===== src/rtl/alu_pipe_pkg.sv =====
// rtl/alu_pipe_pkg.sv - op codes, flag indices and FSM states shared by alu_pipe
package alu_pipe_pkg;

  // Function select sel[4:2]; sel[1:0] are the operand inverts.
  typedef enum logic [2:0] {
    OP_ZERO = 3'd0,
    OP_OR   = 3'd1,
    OP_AND  = 3'd2,
    OP_XOR  = 3'd3,
    OP_ADD  = 3'd4,
    OP_SHR  = 3'd5,
    OP_SHL  = 3'd6,
    OP_MUL  = 3'd7
  } op_e;

  // Bit positions inside the 4-bit status word.
  localparam int FLAG_Z = 0;
  localparam int FLAG_C = 1;
  localparam int FLAG_V = 2;
  localparam int FLAG_N = 3;

  typedef logic [0:0] state_t;
  localparam logic [0:0] ST_IDLE = 1'b0;
  localparam logic [0:0] ST_MUL  = 1'b1;

endpackage


===== src/rtl/alu_pipe_mul.sv =====
// rtl/alu_pipe_mul.sv - iterative shift-add unsigned multiplier, one step per cycle
//   clk, rst : clock, synchronous active-high reset (aborts a running multiply)
//   start    : latch a/b and begin WIDTH steps
//   a, b     : operands
//   done     : high during the final step; product is valid in that same cycle
//   product  : full 2*WIDTH-bit product including the current step
module alu_pipe_mul #(
  parameter int WIDTH = 64
) (
  input  logic                 clk,
  input  logic                 rst,
  input  logic                 start,
  input  logic [WIDTH-1:0]     a,
  input  logic [WIDTH-1:0]     b,
  output logic                 done,
  output logic [2*WIDTH-1:0]   product
);

  localparam int CW = $clog2(WIDTH);

  logic               active;
  logic [CW-1:0]      cnt;
  logic [2*WIDTH-1:0] acc;
  logic [2*WIDTH-1:0] mcand;
  logic [WIDTH-1:0]   mplier;
  logic [2*WIDTH-1:0] acc_step;

  // The step is exposed combinationally so the caller can load the final
  // product on the same edge as the last step instead of one cycle later.
  always_comb begin
    acc_step = acc;
    if (mplier[0]) begin
      acc_step = acc + mcand;
    end
  end

  assign done    = active && (cnt == CW'(WIDTH - 1));
  assign product = acc_step;

  always_ff @(posedge clk) begin
    if (rst) begin
      active <= 1'b0;
      cnt    <= '0;
      acc    <= '0;
      mcand  <= '0;
      mplier <= '0;
    end else if (start) begin
      active <= 1'b1;
      cnt    <= '0;
      acc    <= '0;
      mcand  <= {{WIDTH{1'b0}}, a};
      mplier <= b;
    end else if (active) begin
      acc    <= acc_step;
      mcand  <= mcand << 1;
      mplier <= mplier >> 1;
      cnt    <= cnt + CW'(1);
      if (done) begin
        active <= 1'b0;
      end
    end
  end

endmodule


===== src/rtl/alu_pipe.sv =====
// rtl/alu_pipe.sv - registered ALU with valid/ready handshake and iterative multiply
//   clk, rst             : clock, synchronous active-high reset
//   in_valid, in_ready   : input handshake for a, b, cin, sel
//   a, b, cin            : operands and adder carry-in
//   sel                  : [0] invert a, [1] invert b, [4:2] op code
//   out_valid, out_ready : output handshake for out/status
//   out, status          : registered result and flags {N,V,C,Z}
//   ALU_PIPE_STICKY_EN   : adds clr_sticky (in) and sticky[1:0] = {V,C} (out)
module alu_pipe
  import alu_pipe_pkg::*;
#(
  parameter int WIDTH = 64
) (
  input  logic             clk,
  input  logic             rst,
  input  logic             in_valid,
  output logic             in_ready,
  input  logic [WIDTH-1:0] a,
  input  logic [WIDTH-1:0] b,
  input  logic             cin,
  input  logic [4:0]       sel,
  output logic             out_valid,
  input  logic             out_ready,
  output logic [WIDTH-1:0] out,
  output logic [3:0]       status
`ifdef ALU_PIPE_STICKY_EN
  ,
  input  logic             clr_sticky,
  output logic [1:0]       sticky
`endif
);

  localparam int SHW = $clog2(WIDTH);

  state_t             state;
  op_e                op;
  logic [WIDTH-1:0]   a_eff;
  logic [WIDTH-1:0]   b_eff;
  logic [WIDTH:0]     sum;
  logic [WIDTH-1:0]   alu_res;
  logic               alu_c;
  logic               alu_v;
  logic               accept;
  logic               mul_start;
  logic               mul_done;
  logic [2*WIDTH-1:0] mul_product;
  logic               load;
  logic [WIDTH-1:0]   load_res;
  logic               load_c;
  logic               load_v;
  logic [3:0]         load_status;

  assign op    = op_e'(sel[4:2]);
  assign a_eff = sel[0] ? ~a : a;
  assign b_eff = sel[1] ? ~b : b;
  assign sum   = {1'b0, a_eff} + {1'b0, b_eff} + {{WIDTH{1'b0}}, cin};

  // A new op is only taken when idle and the output register is free or
  // being drained this cycle, which gives full-rate back-to-back single ops.
  assign in_ready  = ~rst & (state == ST_IDLE) & (~out_valid | out_ready);
  assign accept    = in_valid & in_ready;
  assign mul_start = accept & (op == OP_MUL);

  always_comb begin
    alu_res = '0;
    alu_c   = 1'b0;
    alu_v   = 1'b0;
    case (op)
      OP_ZERO: alu_res = '0;
      OP_OR:   alu_res = a_eff | b_eff;
      OP_AND:  alu_res = a_eff & b_eff;
      OP_XOR:  alu_res = a_eff ^ b_eff;
      OP_ADD: begin
        alu_res = sum[WIDTH-1:0];
        alu_c   = sum[WIDTH];
        alu_v   = ~(a_eff[WIDTH-1] ^ b_eff[WIDTH-1]) & (a_eff[WIDTH-1] ^ sum[WIDTH-1]);
      end
      // Shifts use the raw operand; the amount is masked to SHW bits.
      OP_SHR:  alu_res = a >> b[SHW-1:0];
      OP_SHL:  alu_res = a << b[SHW-1:0];
      OP_MUL:  alu_res = '0;
    endcase
  end

  alu_pipe_mul #(
    .WIDTH (WIDTH)
  ) u_mul (
    .clk     (clk),
    .rst     (rst),
    .start   (mul_start),
    .a       (a_eff),
    .b       (b_eff),
    .done    (mul_done),
    .product (mul_product)
  );

  // While in MUL no new op can be accepted, so the state alone picks the source.
  always_comb begin
    if (state == ST_MUL) begin
      load     = mul_done;
      load_res = mul_product[WIDTH-1:0];
      load_c   = 1'b0;
      load_v   = |mul_product[2*WIDTH-1:WIDTH];
    end else begin
      load     = accept & (op != OP_MUL);
      load_res = alu_res;
      load_c   = alu_c;
      load_v   = alu_v;
    end
  end

  always_comb begin
    load_status         = '0;
    load_status[FLAG_Z] = (load_res == '0);
    load_status[FLAG_C] = load_c;
    load_status[FLAG_V] = load_v;
    load_status[FLAG_N] = load_res[WIDTH-1];
  end

  always_ff @(posedge clk) begin
    if (rst) begin
      state <= ST_IDLE;
    end else if (state == ST_IDLE) begin
      if (mul_start) begin
        state <= ST_MUL;
      end
    end else if (mul_done) begin
      state <= ST_IDLE;
    end
  end

  // A load in the same cycle as a consume keeps out_valid high.
  always_ff @(posedge clk) begin
    if (rst) begin
      out       <= '0;
      status    <= '0;
      out_valid <= 1'b0;
    end else if (load) begin
      out       <= load_res;
      status    <= load_status;
      out_valid <= 1'b1;
    end else if (out_ready) begin
      out_valid <= 1'b0;
    end
  end

`ifdef ALU_PIPE_STICKY_EN
  logic [1:0] sticky_base;

  // Clear first, then OR in the flags of a result loading on the same edge.
  assign sticky_base = clr_sticky ? 2'b00 : sticky;

  always_ff @(posedge clk) begin
    if (rst) begin
      sticky <= 2'b00;
    end else if (load) begin
      sticky <= sticky_base | {load_v, load_c};
    end else begin
      sticky <= sticky_base;
    end
  end
`endif

endmodule


===== config.mk =====
export PLATFORM = sky130hd
export DESIGN_NAME = alu_pipe
export DESIGN_NICKNAME = d
export VERILOG_FILES = /design/src/rtl/alu_pipe_pkg.sv /design/src/rtl/alu_pipe_mul.sv /design/src/rtl/alu_pipe.sv
export SDC_FILE = /design/constraint.sdc
export NUM_CORES = 2
export LEC_CHECK = 0
export CAP_MARGIN = 20
export CORE_MARGIN = 2
export CORE_UTILIZATION = 68
export CTS_CLUSTER_DIAMETER = 120
export DETAILED_ROUTE_END_ITERATION = 8
export GPL_TIMING_DRIVEN = 0
export PLACE_DENSITY = 0.95
export SLEW_MARGIN = 20
export SYNTH_ARGS = -nofsm -noshare
export SYNTH_HDL_FRONTEND = slang
export SYNTH_SLANG_ARGS = --single-unit

===== constraint.sdc =====
create_clock -name clk -period 19.9 [get_ports clk]
set_input_delay 3.98 -clock clk [delete_from_list [all_inputs] [get_ports clk]]
set_output_delay 3.98 -clock clk [all_outputs]
set_load 0.01 [all_outputs]

==> results.md, run 1 <==
- # IOs: between 200 and 250
- DP HPWL: approximately 160 mm
- Die height: 256 um
- First-pass GRT wire length: 384 mm
- CTS root buffer: clkbuf_16
- # port buffers: slightly below 200
- Dpl ws: 7.93 ns
- Most common cell in the netlist: nor2_1
- Resized Gates After CTS: 0
- Vias in the first global route: 56200
- Syn avg cell area: 7.46 sq um
- Top FF cell, synth: dfxtp_1
- Seq/Total Area, Yosys: 18.4%
- Cell taking the most area after synthesis: dfxtp_1
- TritonCTS buffer count: 44
- H-tree depth: 2
- Error: [ERROR GRT-0116] Global routing finished with congestion. Check the congestion regions in the DRC Viewer.
- Mapped Nets: a little over 6000
- Post-synth EDFFs: 0
- Post-CTS Setup Bufs: 0
- Ys async rst share: 0%
- Gpl congestion: ~1.6
- Status: did not finish
- Pin count of the biggest net entering global routing: 14
- Synth Register Bits: 396
- GRT Overall Usage: 75.8%
- Synth warn: 0
- Synth area leaders: dfxtp_1 18%, mux2i_1 8.1%, ha_1 7.2%
- Commonest cells post-synth: 793 x nor2_1, 575 x a21oi_1, 538 x nand2_1, 396 x dfxtp_1, 349 x mux2i_1
- Row Count: 92
- Clock Sinks: approximately 400
- Synth Instances: 5790
- Synth unique cells: 102
- Post-synth top area share: 18.4%
- Initial Util: 68.6%
- Post-Syn Area: 43200 sq um
- Die Wd: 256 um
- Last stage: 5_1_grt
- Clock buffer depth: 3
- Hold buffer count at CTS: 0
- Global route overflow: ~930
-- cell families after synthesis --
group	count (synthesis)	share of synthesized area, %
buf+inv	637	6.03
flops	396	18.4
fa+ha+maj	253	7.34
xor+xnor	299	6.07
mux	524	16.0
simple gates	1918	19.9
compound gates	1763	26.3
-- layer usage --
layer  GRT overflow  GRT usage, %
met1             33          76.1
met2            523          88.7
met3             47          65.6
met4            322          71.7
met5              2          42.0
-- stage by stage --
step                cell area, sq um  cells
floorplan                      43200   5790
global placement               46200   6831
detailed placement             46200   6831
CTS                            47700   6906
==> run 2: changes to the inputs <==
- CORE_UTILIZATION: 68 -> 40
- CTS_CLUSTER_DIAMETER: 120 -> not set
- PLACE_DENSITY: 0.95 -> not set
- PLACE_DENSITY_LB_ADDON: not set -> 0.15
==> run 2 against run 1 <==
The run now ends clean. Area after synthesis stayed put. Synthesized cell count stayed put.
==> results.md, run 2 <==
- TNS Setup: 0 ns
- Die height: 333 um (+30%)
- Status: finished, final reports clean
- Core ar.: 107000 sq um
- Hold Path End: out[50]
- Fin area: 48500 sq um
- # port buffers: 195 (unchanged)
- H-tree depth: 2 (unchanged)
- Clk_lat worst skew: 0.63 ns
- Hold buffer count at CTS: 0 (unchanged)
- Post-Syn Area: 43200 sq um (unchanged)
- R2R Path End: status[2]
- Most frequent cells in the layout: 790 x nor2_1, 573 x a21oi_1, 538 x nand2_1
- Crit path kind: primary input to flop
- Seq/Total Area, Yosys: 18.4% (unchanged)
- Pwr Density: 58.8 nW/um^2
- Top FF cell, synth: dfxtp_1
- RSZ-0062 raised after global routing: no
- CP max FO: 10
- Post-DR wirelength/cell: 36.8 um
- CTS tree: yes
- Post-synth top area share: 18.4% (unchanged)
- Placement Cell Area: 47000 sq um (+1.8%)
- DRT iter0 DRCs: 6838
- Ys async rst share: 0% (unchanged)
- Clock-pin transition on the worst setup and hold timing paths: 0.07 ns
- P_leak: 0.0180 uW
- Clock Sinks: 396 (unchanged)
- Commonest cells post-synth: 793 x nor2_1, 575 x a21oi_1, 538 x nand2_1, 396 x dfxtp_1, 349 x mux2i_1
- Crit path launch type: primary input
- F_max: 0.0744 GHz
- Most common cell after layout, fill and taps aside: nor2_1
- Synth Instances: 5790 (unchanged)
- Global route overflow: 0
- Cell count of the worst hold path: 2
- Die ar.: about 110000 sq um
- DR pass1 iterations: 9
- Pins Over Slew Limit: 0
- GRT Overall Usage: 47.8%
- Post-DR vias/cell: ~6.8
- Synth unique cells: 102 (unchanged)
- Register-to-register setup slack: 12.88 ns
- Total number of vias: approximately 51000
- Worst Clk Skew: approximately 0.040 ns
- Filler Cells Inserted: 11100
- Final setup fails: 0
- Most common cell in the netlist: nor2_1
- Resized Gates After CTS: 0 (unchanged)
- Crit end category: flop
- TritonCTS buffer count: 41 (-6.8%)
- Fraction of the cycle the final worst path needs: between 60% and 70%
- CP Cell Sequence: clkbuf_1 > clkbuf_1 > buf_1 > clkbuf_1 > clkbuf_1 > xor2_1 > ha_1 > o21a_1 > o211ai_1 > a2111oi_0 > o21bai_1 > a211o_1 > and3_1 > nor2_1 > xor2_1 > a2111oi_1 > a221oi_1 > nand4b_1 > nor4b_2 > nand4_1 > o31ai_2
- Synth warn: 0 (unchanged)
- Drt drc: 0
- Crit path time final: 13.44 ns
- Post-CTS Setup Bufs: 0 (unchanged)
- Cell taking the most area after synthesis: dfxtp_1
- Worst r2r path cells: 17
- Final nets: 6426
- Initial Util: 40.3% (-28 points)
- Mapped Nets: 6177 (unchanged)
- # IOs: 208 (unchanged)
- CTS root buffer: clkbuf_16
- Syn avg cell area: 7.46 sq um (unchanged)
- Worst IR Drop VDD: 0.0000602 V
- HP Start: out[50]
- CP max-delay cell: a2111oi_1
- Initial antenna violation count: 10
- Routed wire length: 275 mm
- Vias in the first global route: 48000
- Reg2reg start: u_mul.mcand[0]
- Critical path's largest stage delay: 0.92 ns
- Gpl congestion: 1.09 (-33%)
- First-pass GRT wire length: 375 mm
- Pwr Total: ~2900 uW
- Row Count: 120 (+30%)
- Crit path DAT: 13.98 ns
- Critical Path Most Common Cell: clkbuf_1
- Slew @ Worst Pin: 1.42 ns
- Die Wd: 333 um (+30%)
- DP HPWL: 226 mm (+40%)
- Post-synth EDFFs: 0 (unchanged)
- Max_cap viols: 0
- Worst path required time: 20.44 ns
- Synth Register Bits: 396 (unchanged)
- Pin count of the biggest net entering global routing: 16
- Top flop regs: u_mul.acc: 128 flops, u_mul.mcand: 128 flops
- Max-slew headroom: 4.93%
- Fin. Hold Viols: 0
- Clock buffer depth: 3 (unchanged)
- Remaining antenna violation count: 0
- Area Growth Syn to Fin: 12.4%
- Min-Delay Path Class: flop to flop
- Fraction of layout cells with a size suffix above 1: 6.40%
- Synth area leaders: dfxtp_1 18%, mux2i_1 8.1%, ha_1 7.2%
[run 2: cell counts after synthesis]
Identical to the previous run, type by type.
[run 2: critical path, delay by kind of cell]
family / cells / cell delay [ns]
buffers and inverters: 5 / 3.53
AOI/OAI and AO/OA: 8 / 3.40
and+or+nand+nor: 5 / 1.53
adders and majority gates: 1 / 0.42
xor gates and xnor gates: 2 / 1.07
[run 2: cell families (layout without fill, tap and decap cells)]
kind of cell	Yosys count	after routing	synth area share, %
XOR/XNOR	299	299	6.07
other	0	8	0
adder cells (fa/ha/maj)	253	253	7.34
AND/OR/NAND/NOR	1918	1918	19.9
AO/OA/AOI/OAI	1763	1763	26.3
flip-flops	396	396	18.4
buffers and inverters	637	913	6.03
multiplexers	524	524	16.0
[run 2: layer usage]
layer	vias up	wire length, um	track usage (%)	share of wire [%]
li1	21700	-	-	-
met1	24300	96400	53.4	35
met2	3519	120000	75.6	44
met3	1055	25900	10.4	9.4
met4	10	32600	45.3	12
met5	-	97	0	0.035
[run 2: final cells by class]
type | instances | area (sq um) | area share [%]
Antenna cell | 8 | 20.0 | 0.0413
Buffer | 440 | 1880 | 3.88
Clock buffer | 53 | 1170 | 2.42
Clock inverter | 17 | 255 | 0.526
Inverter | 197 | 739 | 1.52
Multi-Input combinational cell | 4757 | 32700 | 67.4
Sequential cell | 396 | 7930 | 16.3
Tap cell | 1403 | 1760 | 3.62
Timing Repair Buffer | 206 | 2040 | 4.21
[run 2: power breakdown]
group / switching [uW] / internal, uW
registers: 18.8 / 808
logic: 819 / 345
clock network: 379 / 485
[run 2: worst max path at each step]
stage	end	cells past startpoint	from	slack, ns
2_1_floorplan	status[0]	26	b[0]	10.53
3_3_place_gp	status[2]	21	b[4]	5.80
3_5_place_dp	status[0]	22	b[4]	6.44
4_1_cts	status[0]	22	b[4]	7.03
5_1_grt	status[0]	21	b[3]	6.61
6_report	status[0]	21	b[3]	6.46
[run 2: per-stage QoR]
step                      instances  util (%)  hold WS [ns]  setup WS, ns
final                          7477      45.3         0.458          6.46
after detailed placement       7397      43.9         0.445          6.44
after global placement         7388      43.8         0.446          5.80
after CTS                      7467      45.3         0.456          7.03
after global routing           7470      45.3         0.486          6.61
after floorplan                5790         -         0.444         10.53
No activity file was read; power rests on OpenSTA's default activity.
